===== config.mk =====
export PLATFORM = sky130hd
export DESIGN_NAME = prog_loader
export DESIGN_NICKNAME = d
export VERILOG_FILES = /design/src/rtl/prog_loader_pkg.sv /design/src/rtl/prog_loader_byte_packer.sv /design/src/rtl/prog_loader.sv
export SDC_FILE = /design/constraint.sdc
export NUM_CORES = 1
export LEC_CHECK = 0
export CAP_MARGIN = 10
export CORE_UTILIZATION = 40
export CTS_CLUSTER_DIAMETER = 40
export DETAILED_ROUTE_END_ITERATION = 7
export GPL_TIMING_DRIVEN = 0
export SETUP_SLACK_MARGIN = 0.15
export SLEW_MARGIN = 10
export SYNTH_ARGS = -nofsm -noshare
export SYNTH_HDL_FRONTEND = slang
export SYNTH_SLANG_ARGS = --single-unit

===== constraint.sdc =====
create_clock -name clk -period 7.6 [get_ports clk]
set_input_delay 0.76 -clock clk [delete_from_list [all_inputs] [get_ports clk]]
set_output_delay 0.76 -clock clk [all_outputs]
set_load 0.05 [all_outputs]

===== src/rtl/prog_loader_pkg.sv =====
// Shared types and constants for the program loader and its byte packer.
package prog_loader_pkg;

  localparam int unsigned CpuWordW  = 32;
  localparam int unsigned ByteLanes = 4;

  typedef enum logic [1:0] {
    StIdle   = 2'd0,
    StLoad   = 2'd1,
    StRun    = 2'd2,
    StHalted = 2'd3
  } state_e;

endpackage


===== src/rtl/prog_loader_byte_packer.sv =====
// Assembles host bytes little-endian into CPU words; word_valid_o pulses one
// cycle after the final byte lane of a word is accepted.
module byte_packer
  import prog_loader_pkg::*;
(
  input  logic                clk_i,
  input  logic                rst_ni,
  input  logic                clear_i,
  input  logic                byte_en_i,
  input  logic [7:0]          byte_data_i,
  output logic                last_lane_o,
  output logic                word_valid_o,
  output logic [CpuWordW-1:0] word_data_o
);

  localparam int unsigned LaneW = $clog2(ByteLanes);
  localparam int unsigned AccW  = CpuWordW - 8;

  logic [LaneW-1:0]    lane_q, lane_d;
  logic [AccW-1:0]     acc_q, acc_d;
  logic                word_valid_q, word_valid_d;
  logic [CpuWordW-1:0] word_data_q, word_data_d;

  assign last_lane_o  = (lane_q == LaneW'(ByteLanes - 1));
  assign word_valid_o = word_valid_q;
  assign word_data_o  = word_data_q;

  always_comb begin
    lane_d       = lane_q;
    acc_d        = acc_q;
    word_valid_d = 1'b0;
    word_data_d  = word_data_q;
    if (clear_i) begin
      lane_d = '0;
    end else if (byte_en_i) begin
      if (last_lane_o) begin
        // The top lane never touches the accumulator; it completes the word directly.
        lane_d       = '0;
        word_valid_d = 1'b1;
        word_data_d  = {byte_data_i, acc_q};
      end else begin
        acc_d[8*int'(lane_q) +: 8] = byte_data_i;
        lane_d                     = lane_q + LaneW'(1);
      end
    end
  end

  always_ff @(posedge clk_i or negedge rst_ni) begin
    if (!rst_ni) begin
      lane_q       <= '0;
      acc_q        <= '0;
      word_valid_q <= 1'b0;
      word_data_q  <= '0;
    end else begin
      lane_q       <= lane_d;
      acc_q        <= acc_d;
      word_valid_q <= word_valid_d;
      word_data_q  <= word_data_d;
    end
  end

endmodule


===== src/rtl/prog_loader.sv =====
// Streams host bytes into instruction memory, then releases the CPU from reset
// and counts its run cycles until it halts.
module prog_loader
  import prog_loader_pkg::*;
#(
  parameter int unsigned ADDR_W = 10
) (
  input  logic                clk,
  input  logic                rst,
  input  logic                start,
  input  logic [ADDR_W:0]     load_len,
  input  logic                byte_valid,
  input  logic [7:0]          byte_data,
  output logic                byte_ready,
  output logic                imem_we,
  output logic [ADDR_W-1:0]   imem_addr,
  output logic [CpuWordW-1:0] imem_wdata,
  output logic                cpu_rst,
  input  logic                halt,
  output logic                busy,
  output logic                done,
  output logic [31:0]         run_cycles
);

  localparam int unsigned LenW = ADDR_W + 1;
  localparam logic [LenW-1:0] MaxLen = {1'b1, {ADDR_W{1'b0}}};

  state_e            state_q, state_d;
  logic [LenW-1:0]   len_q, len_d;
  logic [LenW-1:0]   words_q, words_d;
  logic [ADDR_W-1:0] addr_q, addr_d;
  logic [31:0]       run_q, run_d;

  logic start_take;
  logic xfer;
  logic last_lane;
  logic word_done;
  logic final_byte;

  assign start_take = start && ((state_q == StIdle) || (state_q == StHalted));
  assign xfer       = byte_valid && byte_ready;
  assign word_done  = xfer && last_lane;
  // len_q is at least 1 whenever LOAD is active, so len_q - 1 cannot underflow there.
  assign final_byte = word_done && (words_q == (len_q - LenW'(1)));

  byte_packer u_packer (
    .clk_i        (clk),
    .rst_ni       (rst),
    .clear_i      (start_take),
    .byte_en_i    (xfer),
    .byte_data_i  (byte_data),
    .last_lane_o  (last_lane),
    .word_valid_o (imem_we),
    .word_data_o  (imem_wdata)
  );

  always_ff @(posedge clk or negedge rst) begin
    if (!rst) begin
      state_q <= StIdle;
    end else begin
      state_q <= state_d;
    end
  end

  always_comb begin
    state_d = state_q;
    unique case (state_q)
      StIdle, StHalted: begin
        if (start) state_d = (load_len == '0) ? StRun : StLoad;
      end
      StLoad: begin
        if (final_byte) state_d = StRun;
      end
      StRun: begin
        if (halt) state_d = StHalted;
      end
      default: state_d = StIdle;
    endcase
  end

  always_comb begin
    byte_ready = (state_q == StLoad);
    busy       = (state_q == StLoad);
    done       = (state_q == StHalted);
    cpu_rst    = (state_q == StRun) || (state_q == StHalted);
  end

  always_comb begin
    len_d   = len_q;
    words_d = words_q;
    addr_d  = addr_q;
    run_d   = run_q;
    if (start_take) begin
      len_d   = (load_len > MaxLen) ? MaxLen : load_len;
      words_d = '0;
      addr_d  = '0;
      run_d   = '0;
    end else begin
      if (word_done) words_d = words_q + LenW'(1);
      if (imem_we) addr_d = addr_q + ADDR_W'(1);
      if ((state_q == StRun) && (run_q != '1)) run_d = run_q + 32'd1;
    end
  end

  always_ff @(posedge clk or negedge rst) begin
    if (!rst) begin
      len_q   <= '0;
      words_q <= '0;
      addr_q  <= '0;
      run_q   <= '0;
    end else begin
      len_q   <= len_d;
      words_q <= words_d;
      addr_q  <= addr_d;
      run_q   <= run_d;
    end
  end

  assign imem_addr  = addr_q;
  assign run_cycles = run_q;

endmodule


Word-level counts from Yosys, hierarchy flattened:

Index checks and enable logic that the tools add are counted.

* input port bits: 24
* register bits: 125

* magnitude comparators: 1
* bitwise gates (word level): 2
* shifts and indexed selects: 2
* reductions and logical operators: 17
* mux-type cells: 19
* add/sub/neg operators: 6
* equality and inequality tests: 9

Operator list (count)
* 32-bit two-way mux: 2
* 11-bit two-way mux: 3
* 5-bit negation with 33-bit output: 1
* 8-bit by 33-bit variable shift with 24-bit output, first input constant: 1
* 8-bit by 33-bit indexed part select with 24-bit output: 1
* 32-bit by 1-bit adder with 32-bit output, second input constant: 1
* 32-bit inequality test, second input constant: 1
* 24-bit bitwise mux: 1
* 10-bit two-way mux: 2
* 2-bit two-way mux: 7
* 11-bit by 1-bit adder with 11-bit output, second input constant: 1
* 11-bit equality test: 1
* 11-bit greater-than comparator, second input constant: 1
* 11-bit zero test: 1
* 11-bit by 1-bit subtractor with 11-bit output, second input constant: 1
* 10-bit by 1-bit adder with 10-bit output, second input constant: 1
* 3-bit AND reduction: 3
* 2-bit nonzero test: 4
* 2-bit equality test, second input constant: 3
* 2-bit case mux with 3 select lines: 1
* 1-bit logical AND: 5
* 2-bit inequality test, second input constant: 2
* 1-bit two-way mux: 3
* 2-bit by 1-bit adder with 2-bit output, second input constant: 1
* other kinds (6): 8

Logic depth before layout (Yosys ltp):

Gate-level depths: netlist of run 1.

* word-level depth: 6
* depth in mapped cells: 9
* gate-level depth less buffers: 8

By module:

From an unflattened synthesis of run 1, not the netlist that was laid out.

* cell total of the unflattened synthesis: 536
* area, all modules: 5970.7 um^2

Modules (own cells, without submodules)
* prog_loader: area an instance 3662.3 um^2, seq. area each 1651.6 um^2, instances 1, cells an instance 393
* byte_packer: area an instance 2308.5 um^2, seq. area each 1476.4 um^2, instances 1, cells an instance 143

Worst setup path after synthesis of run 1:

No wires, ideal clock.

* path type: flip-flop to flip-flop
* start point: reg state_q[1]
* end point: reg state_q[0]
* cell stages (with the launch flop): 9
* clock period less this slack: 2723 ps
* setup slack: 4877 ps
* setup time: 128 ps
* data arrival time: 2595 ps
* buffers on the path: 0
* required time: 7472 ps
* cell sequence: dfrtp_1 -> inv_1 -> ha_1 -> nand3_1 -> a221o_1 -> a2111oi_1 -> nand4_1 -> a211oi_2 -> mux2_1

* word-level cells in the longest chain between the ends: 6

Ends and longest elaborated chain
* from (decl): RTL line prog_loader.sv:28 `state_e state_q, state_d;`
* from (signal assigned): RTL line prog_loader.sv:59 `state_q <= StIdle;`
* from (signal assigned): RTL line prog_loader.sv:61 `state_q <= state_d;`
* 2-bit by 1-bit equality test with 1-bit output (*)
* net busy: RTL line prog_loader.sv:20 `output logic busy,`
* 1-bit logical AND: RTL line prog_loader.sv:41 `assign xfer = byte_valid && byte_ready;`
* 1-bit logical AND: RTL line prog_loader.sv:42 `assign word_done = xfer && last_lane;`
* 1-bit logical AND: RTL line prog_loader.sv:44 `assign final_byte = word_done && (words_q == (len_q - LenW'(1)));`
* 2-bit by 1-bit inequality test with 1-bit output (no line)
* 3-bit AND reduction (no line)

Mark *: on every way through the listed nets, which the timed path passes. The rest lies on a longest branch.
A chain may end at the register's enable or synchronous reset.

Worst setup path in the final report of run 1:

* start point: reg state_q[0]
* end point: out cpu_rst

* word-level cells in the longest chain between the ends: 2

Ends and longest elaborated chain
* 2-bit equality test: RTL line prog_loader.sv:85 `cpu_rst = (state_q == StRun) || (state_q == StHalted);`
* 1-bit logical OR (*): RTL line prog_loader.sv:85
* to (decl): RTL line prog_loader.sv:18 `output logic cpu_rst,`

Mark *: on every way between the ends. The rest lies on a longest branch, timed or not.

==> reports/results.tsv, run 1 <==
stage	metric	value	unit
power_and_ir_drop	Internal	0.00155	W
layout	Final #Nets	756	
floorplan	Rows	44	
detailed_routing	vias	4857	
sta	RSZ-0062 raised after global routing	false	
placed_design	GPL Wtd Cong	0.852	
power_and_ir_drop	register share of total power	34.1	%
worst_setup_path	Setup crit end kind	output pin	
grt	grt total ovfl	0	
floorplan	Die ar.	15600	um^2
clocking	Hold Buf Count CTS	0	
clocking	CTS Buf Count	17	
hold_path	class of the worst hold path	in2async	
power_and_ir_drop	Clk pwr share	32.4	%
sta	Layout Skew	0.00965	ns
synth	sequential share of the synthesized area	51.8	%
synth	ys flop type	dfrtp_1	
synth	Synth async-reset ratio	100	%
placed_design	PortBufs	102	
clocking	post-CTS setup buffers	0	
status	violated checks	DRC	
clocking	CTS sink cnt	125	
worst_setup_path	worst path required time	6.84	ns
synth	Yosys reg bits	125	
floorplan	# IOs	103	
detailed_routing	DR vias/cell	5.30	
layout	P&R area growth vs syn	31.1	%
layout	Post-Layout Cell Count	917	
sta	Setup TNS Final	0	ns
worst_setup_path	CP Data Arrival Time	2.35	ns
status	outcome	finished, violations left	
grt	GR Util All Layers	20.1	%
synth	Yosys cell types	50	
floorplan	Initial Utilization	41.2	%
sta	final setup fails	0	
worst_setup_path	crit path kind	reg2out	
grt	via count of the first global-routing pass	4831	
sta	Least-Margin Pin Slew	0.922	ns
power_and_ir_drop	Comb pwr share	33.5	%
synth	EDFF count, synth	0	
synth	Synth Warn #	0	
layout	fraction of layout cells with a size suffix above 1	9.96	%
placed_design	Detail Placement HPWL	10700	um
clocking	worst-skew pair later-pin latency	0.42	ns
sta	Max Slew Vio Count	0	
clocking	clock tree from TritonCTS	done	
grt	global-route wire length before repair	24700	um
power_and_ir_drop	NetSw	0.000941	W
synth	Synth Net Count	634	
synth	Post-Synthesis Cells	598	
detailed_routing	first drt pass iteration count	6	
layout	Fill cells	1310	
sta	period utilization	41.0	%
clocking	Clk pin slew, worst setup/hold paths	0.06	ns
power_and_ir_drop	Power Dens Cells	315	nW/um^2
sta	Worst slew margin	38.4	%
power_and_ir_drop	Final Power	0.00250	W
grt	antenna violations before repair	0	
power_and_ir_drop	VDD IR max	0.195	mV
worst_setup_path	crit-path max FO	9	
floorplan	Die Y-Extent	125	um
power_and_ir_drop	switch share	37.7	%
clocking	Post-CTS Resized	0	
power_and_ir_drop	Leakage	3.47	nW
run	max-cap violation count	0	
sta	fmax	321	MHz
floorplan	CORE AREA	14600	um^2
detailed_routing	wire per inst	16.4	um
detailed_routing	post-route ant nets	0	
placed_design	Placed Instances	885	
layout	Antenna diodes	0	
clocking	Clock Path Buffers	2	
detailed_routing	# DRC	12	
grt	largest net degree at the start of global routing	75	
clocking	CTS H-tree depth	4	
detailed_routing	drt total wl	15000	um
sta	final hold violations	0	
detailed_routing	DRT iter0 DRCs	260	
sta	Final Critical Period	3.11	ns
clocking	CTS root buf	clkbuf_16	
worst_setup_path	startpoint types	flop	
synth	syn_area_per_cell	10.1	um^2
floorplan	Die X	125	um
synth	synthesized area	6030	um^2
==> worst max-delay path: stages, from the launching register on <==
cell	delay, ns
dfrtp_1	0.40
inv_1	0.07
ha_1	0.14
clkbuf_1	0.33
or2_2	0.20
clkdlybuf4s50_1	0.79
==> power groups by stage <==
stage	combinational (W)	clock, W	sequential [W]
after floorplan	0.000475	0	0.000943
after global placement	0.000816	0	0.000858
after detailed placement	0.000835	0	0.000860
after CTS	0.000839	0.000824	0.000851
after global routing	0.000914	0.000859	0.000866
final	0.000836	0.000808	0.000851
==> layer usage <==
layer / routed length, um / track usage [%]
met1: 7270 / 27.5
met2: 6770 / 30.8
met3: 755 / 5.33
met4: 250 / 6.96
met5: 0 / 0
==> flip-flops by register name (all words and copies together) (netlist names) <==
signal,flops
imem_addr,10
len_q,11
run_cycles,32
state_q,2
u_packer.acc_q,24
u_packer.lane_q,2
u_packer.word_data_o,32
u_packer.word_valid_o,1
words_q,11
==> area by class of cell <==
cell class | count | area, um^2 | share of cell area, %
multi-input combinational | 431 | 2740 | 34.6
buffer | 30 | 120 | 1.52
inverter | 12 | 45.0 | 0.569
timing repair buffer | 103 | 1050 | 13.3
tap | 184 | 230 | 2.91
clock buffer | 18 | 439 | 5.55
sequential | 125 | 3130 | 39.5
clock inverter | 14 | 160 | 2.02
==> final timing paths <==
check / start / to / slack (ns) / cells past startpoint
worst min-delay path: rst / len_q[10]$_DFFE_PN0P_ / 0.28 / 1
worst max register to register: len_q[0]$_DFFE_PN0P_ / state_q[0]$_DFFE_PN0P_ / 4.49 / 9
min in group clk: u_packer.acc_q[13]$_DFFE_PN0P_ / u_packer.acc_q[13]$_DFFE_PN0P_ / 0.48 / 2
max in group asynchronous: rst / run_cycles[21]$_DFFE_PN0P_ / 6.57 / 2
worst max-delay path: state_q[0]$_DFFE_PN0P_ / cpu_rst / 4.49 / 5
worst min register to register: u_packer.acc_q[13]$_DFFE_PN0P_ / u_packer.acc_q[13]$_DFFE_PN0P_ / 0.48 / 2
==> metrics by stage <==
| stage | hold WS [ns] | area (um^2) | util, % | worst slack (ns) |
|---|---|---|---|---|
| final | 0.276 | 7910 | 54.0 | 4.49 |
| after global routing | 0.302 | 7910 | 54.0 | 4.33 |
| after CTS | 0.303 | 7910 | 54.0 | 4.48 |
| after detailed placement | 0.469 | 7310 | 49.9 | 4.34 |
| after global placement | 0.456 | 7290 | 49.8 | 0.839 |
| after floorplan | 0.444 | 6030 | - | 4.88 |
==> cell families after synthesis <==
group | share of synthesized area (%)
fa+ha+maj | 2.49
flops | 51.8
buf+inv | 2.74
xor+xnor | 7.84
compound gates | 9.00
mux | 6.51
simple gates | 19.6
==> cells in the final DEF (no fill, tap or decap), types with 19 or more instances in the layout <==
cell type	count
nand2_1	89
nor2_1	54
dfrtp_1	125
nand3_1	19
xor2_1	37
mux2_2	32
clkdlybuf4s50_1	101
o21ai_0	40
clkbuf_1	23
==> synthesized netlist by cell type, types with 3 or more instances <==
library cell,n,area (um^2)
xor2_1,37,324
nand3_1,19,95.1
nor2_1,54,203
nor4_1,6,37.5
xnor2_1,17,149
nand3b_1,7,52.6
nor3b_1,3,22.5
and2_1,6,37.5
o21ai_0,40,200
a21oi_1,14,70.1
clkbuf_1,23,86.3
o211ai_1,9,67.6
nand2_1,89,334
nand4_1,10,62.6
and4_1,10,87.6
o2111ai_1,6,52.6
ha_1,12,150
mux2_2,32,360
and3_1,10,62.6
inv_1,12,45.0
or3_1,10,62.6
a22o_1,3,26.3
nor3_1,9,45.0
buf_1,3,11.3
buf_2,3,15.0
dfrtp_1,125,3130
Power figures use the tool's default switching activity.
==> run 2: changes to the inputs <==
clock period = 2.9 ns   (was 7.6 ns; I/O delays follow)
==> reports/results.tsv, run 2 (same netlist as run 1, synthesis figures left out) <==
stage	metric	value	unit
status	outcome	finished, violations left	
status	violated checks	DRC	
layout	Final #Nets	763	
sta	Worst slew margin	37.7	%
power_and_ir_drop	Final Power	0.00683	W
worst_setup_path	Crit-path slowest cell	or4b_4	
floorplan	Die ar.	15600	um^2
clocking	CTS H-tree depth	4	
sta	RSZ-0062 raised after global routing	true	
clocking	worst-skew pair later-pin latency	0.42	ns
placed_design	Detail Placement HPWL	10700	um
placed_design	PortBufs	102	
detailed_routing	DRT iter0 DRCs	247	
grt	via count of the first global-routing pass	4844	
power_and_ir_drop	Internal	0.00426	W
power_and_ir_drop	register share of total power	32.6	%
detailed_routing	first drt pass iteration count	7	
grt	largest net degree at the start of global routing	75	
floorplan	Rows	44	
sta	Max Slew Vio Count	0	
power_and_ir_drop	Power Dens Cells	848	nW/um^2
clocking	Clock Path Buffers	2	
grt	grt total ovfl	0	
clocking	clock tree from TritonCTS	done	
detailed_routing	drt total wl	15400	um
sta	Layout Skew	0.00869	ns
sta	WHS	0.381	ns
detailed_routing	vias	4910	
power_and_ir_drop	switch share	37.7	%
sta	fmax	371	MHz
worst_setup_path	startpoint types	flop	
floorplan	Initial Utilization	41.2	%
power_and_ir_drop	Leakage	3.52	nW
worst_setup_path	critical-path cell list	inv_2 -> ha_4 -> nand2b_4 -> or4b_4 -> a2111oi_4 -> nand4_1 -> a211oi_4 -> mux2_4	
detailed_routing	wire per inst	16.7	um
worst_setup_path	Bufs and invs on worst path	1	
clocking	CTS sink cnt	125	
power_and_ir_drop	Clk pwr share	31.0	%
worst_setup_path	worst path required time	3.20	ns
floorplan	# IOs	103	
layout	P&R area growth vs syn	33.5	%
floorplan	CORE AREA	14600	um^2
worst_setup_path	crit path kind	reg2reg	
power_and_ir_drop	Comb pwr share	36.3	%
layout	Fill cells	1296	
detailed_routing	post-route ant nets	0	
layout	multi-input combinational cell area	2810	um^2
sta	final setup fails	0	
grt	global-route wire length before repair	24800	um
floorplan	Die Y-Extent	125	um
run	max-cap violation count	0	
floorplan	Die X	125	um
sta	period utilization	92.9	%
power_and_ir_drop	VDD IR max	0.511	mV
layout	most common cell after layout, fill and taps aside	dfrtp_1	
clocking	CTS Buf Count	17	
power_and_ir_drop	NetSw	0.00258	W
sta	Final Critical Period	2.70	ns
hold_path	class of the worst hold path	in2async	
worst_setup_path	crit-path max FO	7	
grt	antenna violations before repair	0	
worst_setup_path	Setup crit end kind	flop	
layout	most frequent cells in the layout	dfrtp_1, clkdlybuf4s50_1, nand2_1	
layout	fraction of layout cells with a size suffix above 1	13.0	%
worst_setup_path	r2r setup slk	0.20	ns
worst_setup_path	CP Data Arrival Time	3.00	ns
layout	fin area	8060	um^2
layout	Post-Layout Cell Count	924	
layout	flip-flop and latch area	3130	um^2
clocking	CTS root buf	clkbuf_16	
placed_design	GPL Wtd Cong	0.852	
worst_setup_path	CP peak stage delay	0.50	ns
placed_design	Area after DPL	7310	um^2
worst_setup_path	kind of cell adding the most delay to the critical path	simple AND/OR/NAND/NOR gates	
grt	GR Util All Layers	20.2	%
detailed_routing	DR vias/cell	5.31	
detailed_routing	# DRC	12	
layout	Antenna diodes	0	
sta	Least-Margin Pin Slew	0.932	ns
sta	final hold violations	0	
placed_design	Placed Instances	885	
clocking	Clk pin slew, worst setup/hold paths	0.06	ns
run 2: cell count changes in the layout (fill, tap and decap cells not counted), moves of 3 or more:
cell and change:
buf_4 +6, dfrtp_2 +3, dfrtp_1 -3, clkbuf_1 -3
run 2: worst paths after layout:
path / end / depth (start not counted) / start
setup / recovery: state_q[1]$_DFFE_PN0P_ / 8 / len_q[1]$_DFFE_PN0P_
hold / removal: len_q[10]$_DFFE_PN0P_ / 2 / rst
setup reg to reg: state_q[1]$_DFFE_PN0P_ / 8 / len_q[1]$_DFFE_PN0P_
hold reg to reg: u_packer.acc_q[13]$_DFFE_PN0P_ / 2 / u_packer.acc_q[13]$_DFFE_PN0P_
max in group asynchronous: u_packer.lane_q[1]$_DFFE_PN0P_ / 3 / rst
min in group clk: u_packer.acc_q[13]$_DFFE_PN0P_ / 2 / u_packer.acc_q[13]$_DFFE_PN0P_
run 2: layout make-up:
class	count	share of cell area (%)
timing repair buffer	110	13.7
sequential	125	38.9
tap	184	2.86
clock inverter	14	1.99
buffer	30	1.69
multi-input combinational	431	34.9
clock buffer	18	5.45
inverter	12	0.590
run 2: metrics by stage:
stage / setup slack [ns] / util (%) / setup TNS, ns
CTS: 0.192 / 54.3 / 0
global placement: -3.39 / 49.8 / -422.87
detailed placement: -0.227 / 49.9 / -0.453
global route: 0.116 / 55.0 / 0
finish: 0.204 / 55.0 / 0
floorplan: 0.177 / - / 0
run 2: timing repair:
item,in CTS,in global routing
hold buffers,1,0
endpoints found under the hold margin,51,0
pin swaps,2,4
cloned,0,0
setup buffers,0,6
endpoints found under the setup margin,2,5
resized for setup,6,22
run 2: metal layers:
layer / wire, um / GRT usage (%) / vias up
li1: - / - / 2345
met3: 644 / 5.33 / 17
met2: 7020 / 30.9 / 110
met1: 7470 / 27.6 / 2438
met4: 261 / 7.17 / 0
met5: 0 / 0 / -
run 2: power by group through the flow:
stage	logic, W	clock network, W	registers [W]
after floorplan	0.00124	0	0.00247
after global placement	0.00214	0	0.00225
after detailed placement	0.00219	0	0.00226
after CTS	0.00225	0.00216	0.00223
after global routing	0.00269	0.00225	0.00227
final	0.00248	0.00212	0.00223
==> run 3: changes to the inputs <==
CAP_MARGIN = not set   (was 10)
SETUP_SLACK_MARGIN = not set   (was 0.15)
==> reports/results.tsv, run 3 (same netlist as run 1, synthesis figures left out) <==
stage	metric	value	unit
sta	period utilization	95.9	%
layout	Fill cells	1305	
sta	fmax	360	MHz
sta	final setup fails	0	
worst_setup_path	startpoint types	flop	
status	violated checks	DRC	
floorplan	Die X	125	um
grt	global-route wire length before repair	24700	um
worst_setup_path	crit path kind	reg2reg	
clocking	CTS root buf	clkbuf_16	
floorplan	CORE AREA	14600	um^2
sta	Setup TNS Final	0	ns
grt	via count of the first global-routing pass	4844	
power_and_ir_drop	Leakage	3.47	nW
grt	antenna violations before repair	0	
hold_path	class of the worst hold path	in2async	
placed_design	GPL Wtd Cong	0.852	
placed_design	Detail Placement HPWL	10700	um
grt	grt total ovfl	0	
sta	WHS	0.371	ns
floorplan	Die Y-Extent	125	um
grt	largest net degree at the start of global routing	75	
grt	GR Util All Layers	20.2	%
detailed_routing	DR vias/cell	5.31	
worst_setup_path	r2r setup slk	0.12	ns
detailed_routing	post-route ant nets	0	
clocking	CTS sink cnt	125	
clocking	post-CTS setup buffers	0	
power_and_ir_drop	Power Dens Cells	833	nW/um^2
floorplan	Rows	44	
sta	Final Critical Period	2.78	ns
detailed_routing	vias	4871	
clocking	Clk pin slew, worst setup/hold paths	0.06	ns
sta	final hold violations	0	
floorplan	# IOs	103	
sta	RSZ-0062 raised after global routing	false	
layout	Final Core Density	54.3	%
placed_design	Area after DPL	7310	um^2
detailed_routing	# DRC	12	
layout	most frequent cells in the layout	dfrtp_1, clkdlybuf4s50_1, nand2_1	
layout	fin area	7960	um^2
sta	Least-Margin Pin Slew	0.953	ns
floorplan	Initial Utilization	41.2	%
layout	fraction of layout cells with a size suffix above 1	10.9	%
clocking	CTS H-tree depth	4	
layout	most common cell after layout, fill and taps aside	dfrtp_1	
detailed_routing	first drt pass iteration count	7	
worst_setup_path	CP Data Arrival Time	3.08	ns
status	outcome	finished, violations left	
worst_setup_path	Setup crit end kind	flop	
layout	P&R area growth vs syn	31.9	%
sta	Max Slew Vio Count	0	
sta	Worst slew margin	36.4	%
detailed_routing	drt total wl	15100	um
layout	Antenna diodes	0	
worst_setup_path	crit-path max FO	7	
sta	Layout Skew	0.00982	ns
run	max-cap violation count	0	
floorplan	Die ar.	15600	um^2
power_and_ir_drop	VDD IR max	0.510	mV
detailed_routing	wire per inst	16.5	um
clocking	worst-skew pair later-pin latency	0.42	ns
clocking	CTS Buf Count	17	
worst_setup_path	worst path required time	3.20	ns
layout	Final #Nets	756	
clocking	Clock Path Buffers	2	
detailed_routing	DRT iter0 DRCs	202	
placed_design	PortBufs	102	
clocking	clock tree from TritonCTS	done	
-- run 3: timing repair --
item | in CTS | in global routing
resized for setup | 3 | 6
pin swaps | 1 | 2
setup endpoints to repair | 2 | 2
hold buffers | 1 | 0
hold endpoints to repair | 51 | 0
-- run 3: where the power goes --
group | total, W | leakage, nW | internal, W | switching [W]
Sequential | 0.00225 | 1.72 | 0.00200 | 0.000250
Combinational | 0.00226 | 1.47 | 0.000818 | 0.00144
Clock | 0.00212 | 0.285 | 0.00130 | 0.000817
-- run 3: critical path, stage by stage (launching register included) --
cell	delay (ns)
dfrtp_2	0.45
inv_1	0.12
ha_4	0.18
nand2b_4	0.09
or4b_1	0.49
a2111oi_2	0.40
nand4_1	0.21
a211oi_4	0.37
mux2_1	0.36
-- run 3: routing by layer --
metal  vias up  GRT usage [%]  share of wire (%)
li1       2334              -                  -
met4         0           7.17                1.5
met3        17           5.33                4.4
met2        90           30.9                 46
met5         -              0                  0
met1      2430           27.5                 48
-- run 3: area by class of cell --
class	count	area, um^2	share of cell area (%)
repair buffers	104	1060	13.3
flip-flops and latches	125	3130	39.3
plain buffers	29	116	1.46
inverters	12	45.0	0.566
clock buffers	18	439	5.52
multi-input cells	431	2780	34.9
well taps	184	230	2.89
clock inverters	14	160	2.01
-- run 3: path summary, 6_finish.rpt --
path	from	to	cells past startpoint
hold / removal	rst	len_q[8]$_DFFE_PN0P_	2
hold reg to reg	u_packer.acc_q[13]$_DFFE_PN0P_	u_packer.acc_q[13]$_DFFE_PN0P_	2
setup / recovery	len_q[1]$_DFFE_PN0P_	state_q[1]$_DFFE_PN0P_	8
setup reg to reg	len_q[1]$_DFFE_PN0P_	state_q[1]$_DFFE_PN0P_	8
min in group clk	load_len[8]	len_q[8]$_DFFE_PN0P_	3
max in group asynchronous	rst	run_cycles[21]$_DFFE_PN0P_	3
-- run 3: per-stage QoR --
stage                     cells  total power [W]  worst slack [ns]
after floorplan             598          0.00371             0.177
after global placement      884          0.00439             -3.39
after detailed placement    885          0.00444            -0.227
after CTS                   918          0.00662            0.0142
after global routing        917          0.00701           0.00734
final                       917          0.00663             0.120
